==> src/rtl/pipeline_stall_controller_pkg.sv <==
// Shared encodings and widths for the pipeline stall/flush sequencer.
// The state values are fixed so that debug traces match the core's documentation.
package pipeline_stall_controller_pkg;

    typedef enum logic [1:0] {
        ST_RUN      = 2'd0,
        ST_MEM_WAIT = 2'd1,
        ST_BR_FLUSH = 2'd2,
        ST_ERROR    = 2'd3
    } stall_state_t;

    localparam int STALL_CNT_LEN_DEF = 16;
    localparam int MEM_WAIT_CNT_LEN  = 8;
    localparam int FLUSH_CNT_LEN     = 2;

endpackage

==> src/rtl/pipeline_stall_controller_sat_counter.sv <==
// Up-counter that sticks at all-ones instead of wrapping.
// Clear is synchronous and active-low so it can share the core reset directly.
module sat_counter #(
    parameter int WIDTH = 16
) (
    input  logic             clk,
    input  logic             clr_n,
    input  logic             en,
    output logic [WIDTH-1:0] count
);

    always_ff @(posedge clk) begin
        if (!clr_n) begin
            count <= '0;
        end else if (en && !(&count)) begin
            count <= count + WIDTH'(1);
        end
    end

endmodule

==> src/rtl/pipeline_stall_controller.sv <==
// Central freeze/flush sequencer: memory wait beats taken branch beats load-use hazard.
// Outputs are decoded combinationally so every response lands in the cycle of its cause.
module pipeline_stall_controller
    import pipeline_stall_controller_pkg::*;
#(
    parameter int FLUSH_CYCLES  = 1,
    parameter int MEM_TIMEOUT   = 64,
    parameter int STALL_CNT_LEN = STALL_CNT_LEN_DEF
) (
    input  logic                     clk,
    input  logic                     rst,
    input  logic                     hazard_detected,
    input  logic                     branch_taken,
    input  logic                     mem_req,
    input  logic                     mem_ready,
    output logic                     pc_freeze,
    output logic                     if_id_freeze,
    output logic                     if_id_flush,
    output logic                     id_exe_freeze,
    output logic                     id_exe_flush,
    output logic                     exe_mem_freeze,
    output logic                     mem_wb_bubble,
    output logic                     mem_timeout,
    output logic [STALL_CNT_LEN-1:0] stall_count
);

    localparam logic [MEM_WAIT_CNT_LEN-1:0] WAIT_LAST  = MEM_WAIT_CNT_LEN'(MEM_TIMEOUT - 1);
    localparam logic [FLUSH_CNT_LEN-1:0]    FLUSH_INIT = FLUSH_CNT_LEN'(FLUSH_CYCLES - 1);

    stall_state_t                state_q, state_d;
    logic [MEM_WAIT_CNT_LEN-1:0] wait_q, wait_d;
    logic [FLUSH_CNT_LEN-1:0]    flush_q, flush_d;
    logic                        timeout_q, timeout_d;

    logic mem_stall;
    logic freeze_all;
    logic use_run_rules;
    logic pc_fz, if_id_fz, if_id_fl, id_exe_fl;

    assign mem_stall = mem_req & ~mem_ready;

    always_comb begin
        state_d       = state_q;
        wait_d        = wait_q;
        flush_d       = flush_q;
        timeout_d     = timeout_q;
        freeze_all    = 1'b0;
        use_run_rules = 1'b0;
        pc_fz         = 1'b0;
        if_id_fz      = 1'b0;
        if_id_fl      = 1'b0;
        id_exe_fl     = 1'b0;

        case (state_q)
            ST_RUN: begin
                if (mem_stall) begin
                    freeze_all = 1'b1;
                    state_d    = ST_MEM_WAIT;
                    wait_d     = MEM_WAIT_CNT_LEN'(1);
                end else begin
                    use_run_rules = 1'b1;
                end
            end
            ST_MEM_WAIT: begin
                if (!mem_ready) begin
                    freeze_all = 1'b1;
                    wait_d     = wait_q + MEM_WAIT_CNT_LEN'(1);
                    if (wait_q == WAIT_LAST) begin
                        state_d   = ST_ERROR;
                        timeout_d = 1'b1;
                    end
                end else begin
                    use_run_rules = 1'b1;
                    state_d       = ST_RUN;
                    wait_d        = '0;
                end
            end
            ST_BR_FLUSH: begin
                // flush_cnt is held across a memory stall; the fetch unit owns any bubbles left after it
                if (mem_stall) begin
                    freeze_all = 1'b1;
                    state_d    = ST_MEM_WAIT;
                    wait_d     = MEM_WAIT_CNT_LEN'(1);
                end else begin
                    if_id_fl = 1'b1;
                    flush_d  = flush_q - FLUSH_CNT_LEN'(1);
                    if (flush_q == FLUSH_CNT_LEN'(1)) begin
                        state_d = ST_RUN;
                    end
                end
            end
            default: begin
                freeze_all = 1'b1;
            end
        endcase

        if (use_run_rules) begin
            if (branch_taken) begin
                if_id_fl  = 1'b1;
                id_exe_fl = 1'b1;
                if (FLUSH_CYCLES > 1) begin
                    state_d = ST_BR_FLUSH;
                    flush_d = FLUSH_INIT;
                end
            end else if (hazard_detected) begin
                pc_fz     = 1'b1;
                if_id_fz  = 1'b1;
                id_exe_fl = 1'b1;
            end
        end
    end

    always_ff @(posedge clk) begin
        if (!rst) begin
            state_q   <= ST_RUN;
            wait_q    <= '0;
            flush_q   <= '0;
            timeout_q <= 1'b0;
        end else begin
            state_q   <= state_d;
            wait_q    <= wait_d;
            flush_q   <= flush_d;
            timeout_q <= timeout_d;
        end
    end

    // Pipeline controls are masked for the whole time reset is held low.
    assign pc_freeze      = rst & (freeze_all | pc_fz);
    assign if_id_freeze   = rst & (freeze_all | if_id_fz);
    assign if_id_flush    = rst & if_id_fl;
    assign id_exe_freeze  = rst & freeze_all;
    assign id_exe_flush   = rst & id_exe_fl;
    assign exe_mem_freeze = rst & freeze_all;
    assign mem_wb_bubble  = rst & freeze_all;
    assign mem_timeout    = timeout_q;

    sat_counter #(
        .WIDTH(STALL_CNT_LEN)
    ) u_stall_cnt (
        .clk  (clk),
        .clr_n(rst),
        .en   (pc_freeze),
        .count(stall_count)
    );

endmodule
==> config.mk <==
export PLATFORM = sky130hd
export DESIGN_NAME = pipeline_stall_controller
export DESIGN_NICKNAME = d
export VERILOG_FILES = /design/src/rtl/pipeline_stall_controller_pkg.sv /design/src/rtl/pipeline_stall_controller_sat_counter.sv /design/src/rtl/pipeline_stall_controller.sv
export SDC_FILE = /design/constraint.sdc
export NUM_CORES = 1
export LEC_CHECK = 0
export CAP_MARGIN = 40
export CORE_UTILIZATION = 39
export CTS_BUF_LIST = sky130_fd_sc_hd__clkbuf_4
export DETAILED_ROUTE_END_ITERATION = 7
export PLACE_DENSITY_LB_ADDON = 0.12
export SETUP_SLACK_MARGIN = 0.1
export SLEW_MARGIN = 5
export SYNTH_ARGS = -nofsm -noshare
export SYNTH_HDL_FRONTEND = slang
export SYNTH_SLANG_ARGS = --single-unit
==> constraint.sdc <==
create_clock -name clk -period 5.9 [get_ports clk]
set_clock_uncertainty 0.2 [all_clocks]
set_input_delay 1.18 -clock clk [delete_from_list [all_inputs] [get_ports clk]]
set_output_delay 1.18 -clock clk [all_outputs]
set_load 0.01 [all_outputs]
==> metrics.md, run 1 <==
| Metric | Value |
|---|---|
| Total power density per cell area | 195 nW/um2 |
| Die outline height | 66.2 um |
| Transition time at the pin with the least slew margin | a little over 0.5 ns |
| Area growth from synthesis to final layout | 22.8% |
| Global-route wire length before repair | 6260 um |
| Dominant register cell in the synthesized netlist | sky130_fd_sc_hd__dfxtp_1 |
| Final GP Congestion | about 0.85 |
| Library cell used as clock root buffer | sky130_fd_sc_hd__clkbuf_4 |
| Total placed cells including tap cells | 271 |
| Synthesis Warnings | 0 |
| Pin count of the biggest net entering global routing | 21 |
| HPWL after detailed placement | between 2000 and 3000 um |
| End-of-flow core utilization | 51.9% |
| Worst-Skew Late Latency | a little over 0.3 ns |
| TritonCTS clock tree | done |
| Wire length the detailed router placed on met1 | 1610 um |
| Number of clock buffers inserted by TritonCTS | 5 |
| Via density per instance | roughly 5.6 |
| Library cells used by synthesis | 39 |
| Post-layout net count | ~240 |
| Final max-slew violation count | 0 |
| Slew margin rel. | roughly two thirds |
| Uppermost metal layer occupied by signal nets | met4 |
| Arr. time, crit path | 3.11 ns |
| H-tree Lvls | 2 |
| Fmax | 222 MHz |
| Total number of vias | between 1500 and 2000 |
| Register bit total from synthesis | 29 |
| Number of rows in the core area | 22 |
| IR drop worst, VDD | approximately 0.15 mV |
| Number of buffers inserted to repair setup after CTS | 0 |
| Remaining antenna violation count after routing | 0 |
| Top-area cell type share of the netlist area | about 36% |
| Worst hold path type | reg2reg |
| Final cell count without fillers | 278 |
| Portion of the clock cycle consumed by the worst path in the final layout | 76.2% |
| Final global-route overflow total | 0 |
| Number of antenna violations at the first check in global routing | 0 |
| CTS Hold Bufs | 0 |
| Minimum period implied by the final worst setup slack | about 4.5 ns |
| Sum of negative setup slack | 0 ns |
| Quantity of gates resized following cts | 0 |
| Count of final hold-check violations | 0 |
| Average instance area after synthesis | approximately 8.0 um2 |
| Met3 routed WL | ~110 um |
| Worst Setup Path Type | in2out |
| Count of clock tree sinks | 29 |
| Crit start category | input port |
| Fraction of synthesis flops using an asynchronous set or reset pin | 0% |
| Post-route DRC violation count | 0 |
| Maximum fanout along the worst path | 20 |
| I/O pins | 30 |
| DR WL met2 | 1880 um |
| Number of fillers in the final layout | roughly 370 |
| Syn Inst Count | 200 |
| RSZ-0062 raised after global routing | false |
| Max Root-Sink Buffers | 2 |
| Post-synthesis net count | 214 |
| Total routing resource utilization after global routing | 18.5% |
| Number of enable flip-flop cells after synthesis | 0 |
| Result of the run | finished, final reports clean |
| Overall die area | around 4400 um2 |
| Number of design-rule violations left by the first detailed-router iteration | 85 |
| Leakage power | approximately 0.00067 uW |
| Number of global-route vias before repair | between 1000 and 1500 |
| Horizontal die dimension | ~66 um |
| Part of the Yosys area used for sequential elements | a little over a third |
| Final antenna diode count | 0 |
| Ranking of synthesized cells by area | sky130_fd_sc_hd__dfxtp_1 (36%), sky130_fd_sc_hd__ha_1 (6.2%), sky130_fd_sc_hd__o21ai_0 (5.3%), sky130_fd_sc_hd__a21oi_1 (5.0%), sky130_fd_sc_hd__or3_1 (4.7%) |
| Core Area | 3800 um2 |
| Largest area contributor in the netlist | sky130_fd_sc_hd__dfxtp_1 |
| Most frequent cells after synthesis | sky130_fd_sc_hd__dfxtp_1 (29), sky130_fd_sc_hd__nor2_1 (17), sky130_fd_sc_hd__o21ai_0 (17), sky130_fd_sc_hd__a21oi_1 (16), sky130_fd_sc_hd__nand2_1 (15) |
| Total routed wirelength | between 3000 and 4000 um |
| Count of maximum capacitance violations | 0 |
| Fraction of layout instances using a drive strength above 1 | around 5.7% |
| Total of endpoints with negative setup slack in the final report | 0 |
| Cell Area, Synth | 1610 um2 |
| First drt pass iteration count | 4 |
| Most instantiated library cell after synthesis | sky130_fd_sc_hd__dfxtp_1 |
| Drt wl/cell | approximately 13 um |
| Post-layout power | ~380 uW |
| Critical path endpoint category | output port |
| Critical Path RT | 4.52 ns |
| Starting density of the core | a little over two fifths |
| Clock transition at the register clock pins on the worst setup and hold paths after CTS | approximately 0.080 ns |
| Quantity of I/O buffers inserted on ports | 29 |
-- layer usage --
metal	track usage (%)	vias up
li1	-	777
met1	20.8	736
met2	33.3	28
met3	5.52	2
met4	5.59	0
met5	0	-
-- final cells by class --
class                   instances  area, um2  area share (%)
multi-input cells             153        940            47.7
flip-flops and latches         29        581            29.4
repair buffers                 31        305            15.5
well taps                      48       60.1            3.05
clock buffers                   6       45.0            2.28
inverters                      10       37.5            1.90
clock inverters                 1       3.75           0.190
-- report_power, final --
part	total [uW]	switching, uW	internal [uW]	leakage (uW)
registers	205	5.26	200	0.000234
clock network	113	65.2	47.8	0.0000292
logic	66.7	37.5	29.2	0.000407
-- critical path: stages --
cell	delay, ns
sky130_fd_sc_hd__clkdlybuf4s50_1	0.59
sky130_fd_sc_hd__nand2b_1	0.23
sky130_fd_sc_hd__o211ai_2	0.17
sky130_fd_sc_hd__o21ai_1	0.16
sky130_fd_sc_hd__buf_4	0.24
sky130_fd_sc_hd__inv_1	0.07
sky130_fd_sc_hd__clkdlybuf4s50_1	0.47
-- kinds of logic after synthesis --
family	count (synthesis)	synth area share [%]
simple gates	85	27.8
compound gates	52	19.8
flops	29	36.2
buf+inv	18	5.30
fa+ha+maj	8	6.24
xor+xnor	4	2.18
mux	4	2.49
-- cell usage in the layout, fill, tap and decap left out, types with 9 or more instances in the layout --
cell type	instances
sky130_fd_sc_hd__dfxtp_1	29
sky130_fd_sc_hd__o21ai_0	17
sky130_fd_sc_hd__nor2_1	17
sky130_fd_sc_hd__nand3_1	9
sky130_fd_sc_hd__inv_1	9
sky130_fd_sc_hd__a21oi_1	16
sky130_fd_sc_hd__nand4_1	9
sky130_fd_sc_hd__nand2_1	15
sky130_fd_sc_hd__or3_1	12
sky130_fd_sc_hd__clkdlybuf4s50_1	29
-- registers in the layout, summed over array words and instances, names as in the netlist --
name               flops
flush_q                2
mem_timeout            1
state_q                2
u_stall_cnt.count     16
wait_q                 8
-- stage by stage --
step                      cell area (um2)  setup WS (ns)  hold slack (ns)
after floorplan                      1610           2.32            0.249
after detailed placement             1920           1.41            0.279
after CTS                            1970           1.41            0.293
after global placement               1920           1.46            0.261
after global routing                 1970           1.26            0.329
final                                1970           1.41            0.284
-- path summary, 6_finish.rpt --
check,start,endpoint,slack [ns],cells after the start
setup reg to reg,state_q[1],u_stall_cnt.count[6],3.53,8
hold / removal,wait_q[7],wait_q[7],0.28,1
setup / recovery,mem_ready,pc_freeze,1.41,7
hold reg to reg,wait_q[7],wait_q[7],0.28,1
No activity file was read; power rests on OpenSTA's default activity.
==> run 2, diff against run 1 <==
Clock period 5.9 ns to 4.5 ns, I/O delays scaled along.
==> run 2 against run 1 <==
Effect of this change: cell area rose by 0.38%; non-clock buffer count increased by 1; setup slack worse by 0.67 ns; critical endpoint is now if_id_freeze.
==> metrics.md, run 2 (same netlist as run 1, synthesis figures left out) <==
| Metric | Value |
|---|---|
| Result of the run | finished, final reports clean (unchanged) |
| Number of rows in the core area | 22 (unchanged) |
| Largest stage delay on the critical path | 0.61 ns (was 0.59 ns) |
| Total number of vias | 1547 (was 1543) |
| Met2 Track Usage GR | 32.3% (was 33.3%) |
| Flip-flop count of the largest register after layout | 16 (unchanged) |
| Count of clock tree sinks | 29 (unchanged) |
| Post-layout net count | 245 (was 244) |
| Post-route DRC violation count | 0 (unchanged) |
| Remaining antenna violation count after routing | 0 (unchanged) |
| Quantity of I/O buffers inserted on ports | 29 (unchanged) |
| Peak-usage layer in the global routing report | met2 (unchanged) |
| Worst Setup Path Type | in2out (unchanged) |
| Clock transition at the register clock pins on the worst setup and hold paths after CTS | 0.09 ns (was 0.08 ns) |
| IR drop worst, VDD | 0.137 mV (was 0.155 mV) |
| Die outline height | 66.2 um (unchanged) |
| Buffer and inverter count on the worst path | 3 (was 4) |
| Worst hold path type | reg2reg (unchanged) |
| Largest registers in the final layout | u_stall_cnt.count x16, wait_q x8 (unchanged) |
| Slew margin rel. | 68.7% (was 65.4%) |
| Final global-route overflow total | 0 (unchanged) |
| TritonCTS clock tree | done (unchanged) |
| Worst hold path depth | 1 (unchanged) |
| Total of endpoints with negative setup slack in the final report | 0 (unchanged) |
| Pin count of the biggest net entering global routing | 20 (was 21) |
| Quantity of gates resized following cts | 0 (unchanged) |
| Number of clock buffers inserted by TritonCTS | 5 (unchanged) |
| Most frequent cells in the layout | sky130_fd_sc_hd__dfxtp_1 (29), sky130_fd_sc_hd__clkdlybuf4s50_1 (29), sky130_fd_sc_hd__o21ai_0 (17), sky130_fd_sc_hd__nor2_1 (17), sky130_fd_sc_hd__a21oi_1 (16) (unchanged) |
| Number of buffers inserted to repair setup after CTS | 0 (unchanged) |
| Portion of the clock cycle consumed by the worst path in the final layout | approximately 84% |
| Maximum fanout along the worst path | 7 (was 20) |
| Overall die area | 4380 um2 (unchanged) |
| First drt pass iteration count | 4 (unchanged) |
| I/O pins | 30 (unchanged) |
| Number of design-rule violations left by the first detailed-router iteration | 128 (was 85) |
| Minimum period implied by the final worst setup slack | roughly 3.8 ns |
| Leakage power | 0.000675 uW (was 0.000671 uW) |
| Count of maximum capacitance violations | 0 (unchanged) |
| Total routing resource utilization after global routing | 18.6% (was 18.5%) |
| RSZ-0062 raised after global routing | false (unchanged) |
| Library cell used as clock root buffer | sky130_fd_sc_hd__clkbuf_4 (unchanged) |
| Depth of the worst register-to-register path | 8 (unchanged) |
| Family with the most delay on the worst path | buffers and inverters (unchanged) |
| H-tree Lvls | 2 (unchanged) |
| Starting density of the core | 42.3% (unchanged) |
| Critical Path RT | 3.40 ns (was 4.52 ns) |
| Count of final hold-check violations | 0 (unchanged) |
| Cells traversed along the worst timing path | clkdlybuf4s50_1 -> nand2b_1 -> o211ai_2 -> o21ai_1 -> inv_1 -> clkdlybuf4s50_1 (was clkdlybuf4s50_1 -> nand2b_1 -> o211ai_2 -> o21ai_1 -> buf_4 -> inv_1 -> clkdlybuf4s50_1) |
| Total power density per cell area | 256 nW/um2 (was 195 nW/um2) |
| Global-route wire length before repair | 6160 um (was 6260 um) |
| CTS Hold Bufs | 0 (unchanged) |
| Worst path depth | 6 (was 7) |
| Summed area of non-filler cells in the final layout | 1980 um2 (was 1970 um2) |
| Area growth from synthesis to final layout | 23.3% (was 22.8%) |
| Transition time at the pin with the least slew margin | 0.467 ns (was 0.517 ns) |
| Global-route track usage on met3 | 4.66% (was 5.52%) |
| Register with the most flip-flops | u_stall_cnt.count (unchanged) |
| Fraction of layout instances using a drive strength above 1 | 6.06% (was 5.65%) |
| Fmax | approximately 270 MHz |
| Number of fillers in the final layout | 359 (was 372) |
| Worst-Skew Late Latency | 0.32 ns (was 0.31 ns) |
| Horizontal die dimension | 66.2 um (unchanged) |
| CP most frequent cell | sky130_fd_sc_hd__clkdlybuf4s50_1 (unchanged) |
| Via density per instance | 5.54 (was 5.55) |
| Arr. time, crit path | 2.66 ns (was 3.11 ns) |
| Number of antenna violations at the first check in global routing | 0 (unchanged) |
| Final antenna diode count | 0 (unchanged) |
| HPWL after detailed placement | 2690 um (was 2640 um) |
| Final GP Congestion | 0.952 (was 0.849) |
| Core Area | 3800 um2 (unchanged) |
| Final max-slew violation count | 0 (unchanged) |
| Max Root-Sink Buffers | 2 (unchanged) |
| Post-layout power | 506 uW (was 385 uW) |
| GR Util met1 | 21.0% (was 20.8%) |
| Crit start category | input port (unchanged) |
| Critical path endpoint category | output port (unchanged) |
| Number of global-route vias before repair | 1393 (was 1428) |
| Slowest cell on the critical path | sky130_fd_sc_hd__clkdlybuf4s50_1 (unchanged) |
| Drt wl/cell | 13.2 um (was 13.0 um) |
| Placed standard-cell area | 1930 um2 (was 1920 um2) |
| Total routed wirelength | 3670 um (was 3620 um) |
| Sum of negative setup slack | 0 ns (unchanged) |
## run 2: area by class of cell
class	count	area, um2	share of cell area (%)
well taps	48	60.1	3.03
clock inverters	1	3.75	0.190
flip-flops and latches	29	581	29.3
inverters	10	37.5	1.90
repair buffers	32	313	15.8
multi-input cells	153	940	47.5
clock buffers	6	45.0	2.28
## run 2: stage by stage
stage	hold slack, ns	std cells	util (%)	worst slack, ns
global placement	0.260	272	50.8	0.785
global route	0.324	279	52.1	0.592
floorplan	0.249	200	-	1.48
finish	0.289	279	52.1	0.736
detailed placement	0.268	272	50.8	0.728
CTS	0.287	279	52.1	0.734
## run 2: final timing paths
path,start,end,slack (ns)
worst min register to register,wait_q[7],wait_q[7],0.29
worst max-delay path,mem_ready,if_id_freeze,0.74
worst max register to register,state_q[1],u_stall_cnt.count[6],2.15
worst min-delay path,wait_q[7],wait_q[7],0.29
## run 2: power breakdown
part	internal (uW)	switching, uW	total [uW]
logic	38.8	49.1	87.9
clock network	62.6	87.3	150
registers	262	6.65	269
## run 2: routing by layer
layer | share of wire, % | wire, um | up-vias
met2 | 50 | 1840 | 33
li1 | - | - | 785
met1 | 45 | 1650 | 722
met3 | 3.8 | 140 | 7
met5 | 0 | 0 | -
met4 | 1.2 | 45 | 0
==> run 3, diff against run 2 <==
Clock period 4.5 ns to 3.8 ns, I/O delays scaled along.
==> run 3 against run 2 <==
Effect of this change: first-iteration DRC count down 18%; highest routed layer unchanged; register-to-register slack got worse by 0.71 ns; non-clock buffer count is the same; die area unchanged; setup slack got worse by 0.41 ns; sequential power up 18%.
==> metrics.md, run 3 (same netlist as run 1, synthesis figures left out) <==
| Metric | Value |
|---|---|
| Pin count of the biggest net entering global routing | 20 (unchanged) |
| Fmax | approximately 290 MHz |
| Internal power | 430 uW (was 363 uW) |
| Flip-flop count of the largest register after layout | 16 (unchanged) |
| Critical Path RT | 2.84 ns (was 3.40 ns) |
| Slew margin rel. | 70.7% (was 68.7%) |
| Number of antenna violations at the first check in global routing | 0 (unchanged) |
| Number of clock buffers inserted by TritonCTS | 5 (unchanged) |
| Total power density per cell area | 305 nW/um2 (was 256 nW/um2) |
| Net Sw Power | 174 uW (was 143 uW) |
| Uppermost metal layer occupied by signal nets | met4 (unchanged) |
| Worst Setup Path Type | in2out (unchanged) |
| Arr. time, crit path | 2.51 ns (was 2.66 ns) |
| Count of clock tree sinks | 29 (unchanged) |
| Remaining antenna violation count after routing | 0 (unchanged) |
| Starting density of the core | 42.3% (unchanged) |
| Final antenna diode count | 0 (unchanged) |
| Area growth from synthesis to final layout | 23.3% (unchanged) |
| Register-to-register path setup slack | 1.44 ns (was 2.15 ns) |
| Met3 routed WL | 123 um (was 140 um) |
| Final global-route overflow total | 0 (unchanged) |
| Die outline height | 66.2 um (unchanged) |
| Wire length the detailed router placed on met1 | 1620 um (was 1650 um) |
| Number of buffers inserted to repair setup after CTS | 0 (unchanged) |
| Register with the most flip-flops | u_stall_cnt.count (unchanged) |
| Post-layout net count | 245 (unchanged) |
| DR WL met2 | 1830 um (was 1840 um) |
| Total routing resource utilization after global routing | 18.8% (was 18.6%) |
| Horizontal die dimension | 66.2 um (unchanged) |
| First drt pass iteration count | 4 (unchanged) |
| Core Area | 3800 um2 (unchanged) |
| Post-route DRC violation count | 0 (unchanged) |
| Worst-Skew Late Latency | 0.33 ns (was 0.32 ns) |
| Sum of negative setup slack | 0 ns (unchanged) |
| Maximum fanout along the worst path | 7 (unchanged) |
| Number of global-route vias before repair | 1408 (was 1393) |
| Clock transition at the register clock pins on the worst setup and hold paths after CTS | 0.08 ns (was 0.09 ns) |
| Fraction of power consumed by the clock network | 30.4% (was 29.6%) |
| Transition time at the pin with the least slew margin | 0.436 ns (was 0.467 ns) |
| Quantity of I/O buffers inserted on ports | 29 (unchanged) |
| Worst hold path type | reg2reg (unchanged) |
| Crit start category | input port (unchanged) |
| Result of the run | finished, final reports clean (unchanged) |
| Largest registers in the final layout | u_stall_cnt.count x16, wait_q x8 (unchanged) |
| Count of maximum capacitance violations | 0 (unchanged) |
| Dpl ws | 0.306 ns (was 0.728 ns) |
| Quantity of gates resized following cts | 0 (unchanged) |
| Max Root-Sink Buffers | 2 (unchanged) |
| Library cell used as clock root buffer | sky130_fd_sc_hd__clkbuf_4 (unchanged) |
| TritonCTS clock tree | done (unchanged) |
| Minimum period implied by the final worst setup slack | between 3 and 4 ns |
| Critical path endpoint category | output port (unchanged) |
| Proportion of power drawn by flip-flops and latches | 52.7% (was 53.0%) |
| I/O pins | 30 (unchanged) |
| Total number of vias | 1512 (was 1547) |
| Total of endpoints with negative setup slack in the final report | 0 (unchanged) |
| Final setup margin | 0.329 ns (was 0.736 ns) |
| Final GP Congestion | 0.832 (was 0.952) |
| Switching part of the total | 28.8% (was 28.3%) |
| Minimum hold slack | 0.287 ns (was 0.289 ns) |
| Number of design-rule violations left by the first detailed-router iteration | 105 (was 128) |
| Via density per instance | 5.42 (was 5.54) |
| IR drop worst, VDD | 0.175 mV (was 0.137 mV) |
| H-tree Lvls | 2 (unchanged) |
| Portion of the clock cycle consumed by the worst path in the final layout | between 90% and 100% |
| Total routed wirelength | 3640 um (was 3670 um) |
| Drt wl/cell | 13.0 um (was 13.2 um) |
| Global-route wire length before repair | 6210 um (was 6160 um) |
| Gate power share | 17.0% (was 17.4%) |
| Fraction of layout instances using a drive strength above 1 | 6.06% (unchanged) |
| Final max-slew violation count | 0 (unchanged) |
| RSZ-0062 raised after global routing | false (unchanged) |
| Leakage power | 0.000675 uW (unchanged) |
| Overall die area | 4380 um2 (unchanged) |
| CTS Hold Bufs | 0 (unchanged) |
| Count of final hold-check violations | 0 (unchanged) |
| Placed standard-cell area | 1930 um2 (unchanged) |
| Post-layout power | 604 uW (was 506 uW) |
| Summed area of non-filler cells in the final layout | 1980 um2 (unchanged) |
| Number of rows in the core area | 22 (unchanged) |
| HPWL after detailed placement | 2710 um (was 2690 um) |
| Most frequent cells in the layout | sky130_fd_sc_hd__dfxtp_1 (29), sky130_fd_sc_hd__clkdlybuf4s50_1 (29), sky130_fd_sc_hd__o21ai_0 (17), sky130_fd_sc_hd__nor2_1 (17), sky130_fd_sc_hd__a21oi_1 (16) (unchanged) |
## run 3: path summary, 6_finish.rpt
kind,cells after the start,endpoint,startpoint
min,2,mem_timeout,mem_timeout
min reg2reg,2,mem_timeout,mem_timeout
max reg2reg,8,u_stall_cnt.count[6],state_q[0]
max,6,if_id_freeze,mem_ready
## run 3: through the flow
step           util (%)  std cells
2_1_floorplan         -        200
3_3_place_gp       50.8        272
3_5_place_dp       50.8        272
4_1_cts            52.1        279
5_1_grt            52.1        279
6_report           52.1        279
## run 3: critical path, cell delays in order
cell	delay, ns
sky130_fd_sc_hd__clkdlybuf4s50_1	0.60
sky130_fd_sc_hd__nand2b_1	0.22
sky130_fd_sc_hd__o211ai_2	0.16
sky130_fd_sc_hd__o21ai_1	0.20
sky130_fd_sc_hd__inv_1	0.08
sky130_fd_sc_hd__clkdlybuf4s50_1	0.48
## run 3: layout make-up
cell class / count / area, um2
fill: 366 / 1820
inverter: 10 / 37.5
clock inverter: 1 / 3.75
tap: 48 / 60.1
timing repair buffer: 32 / 313
sequential: 29 / 581
multi-input combinational: 153 / 940
clock buffer: 6 / 45.0
## run 3: power groups by stage
stage | Clock (uW) | Sequential [uW] | Combinational, uW
after global routing | 205 | 319 | 115
after floorplan | 0 | 325 | 64.1
after detailed placement | 0 | 325 | 104
after CTS | 191 | 318 | 104
final | 183 | 318 | 103
after global placement | 0 | 325 | 102
## run 3: metal layers
| layer | GRT usage (%) | up-vias |
|---|---|---|
| li1 | - | 783 |
| met1 | 20.9 | 691 |
| met2 | 33.7 | 30 |
| met3 | 4.66 | 8 |
| met4 | 7.98 | 0 |
| met5 | 0 | - |
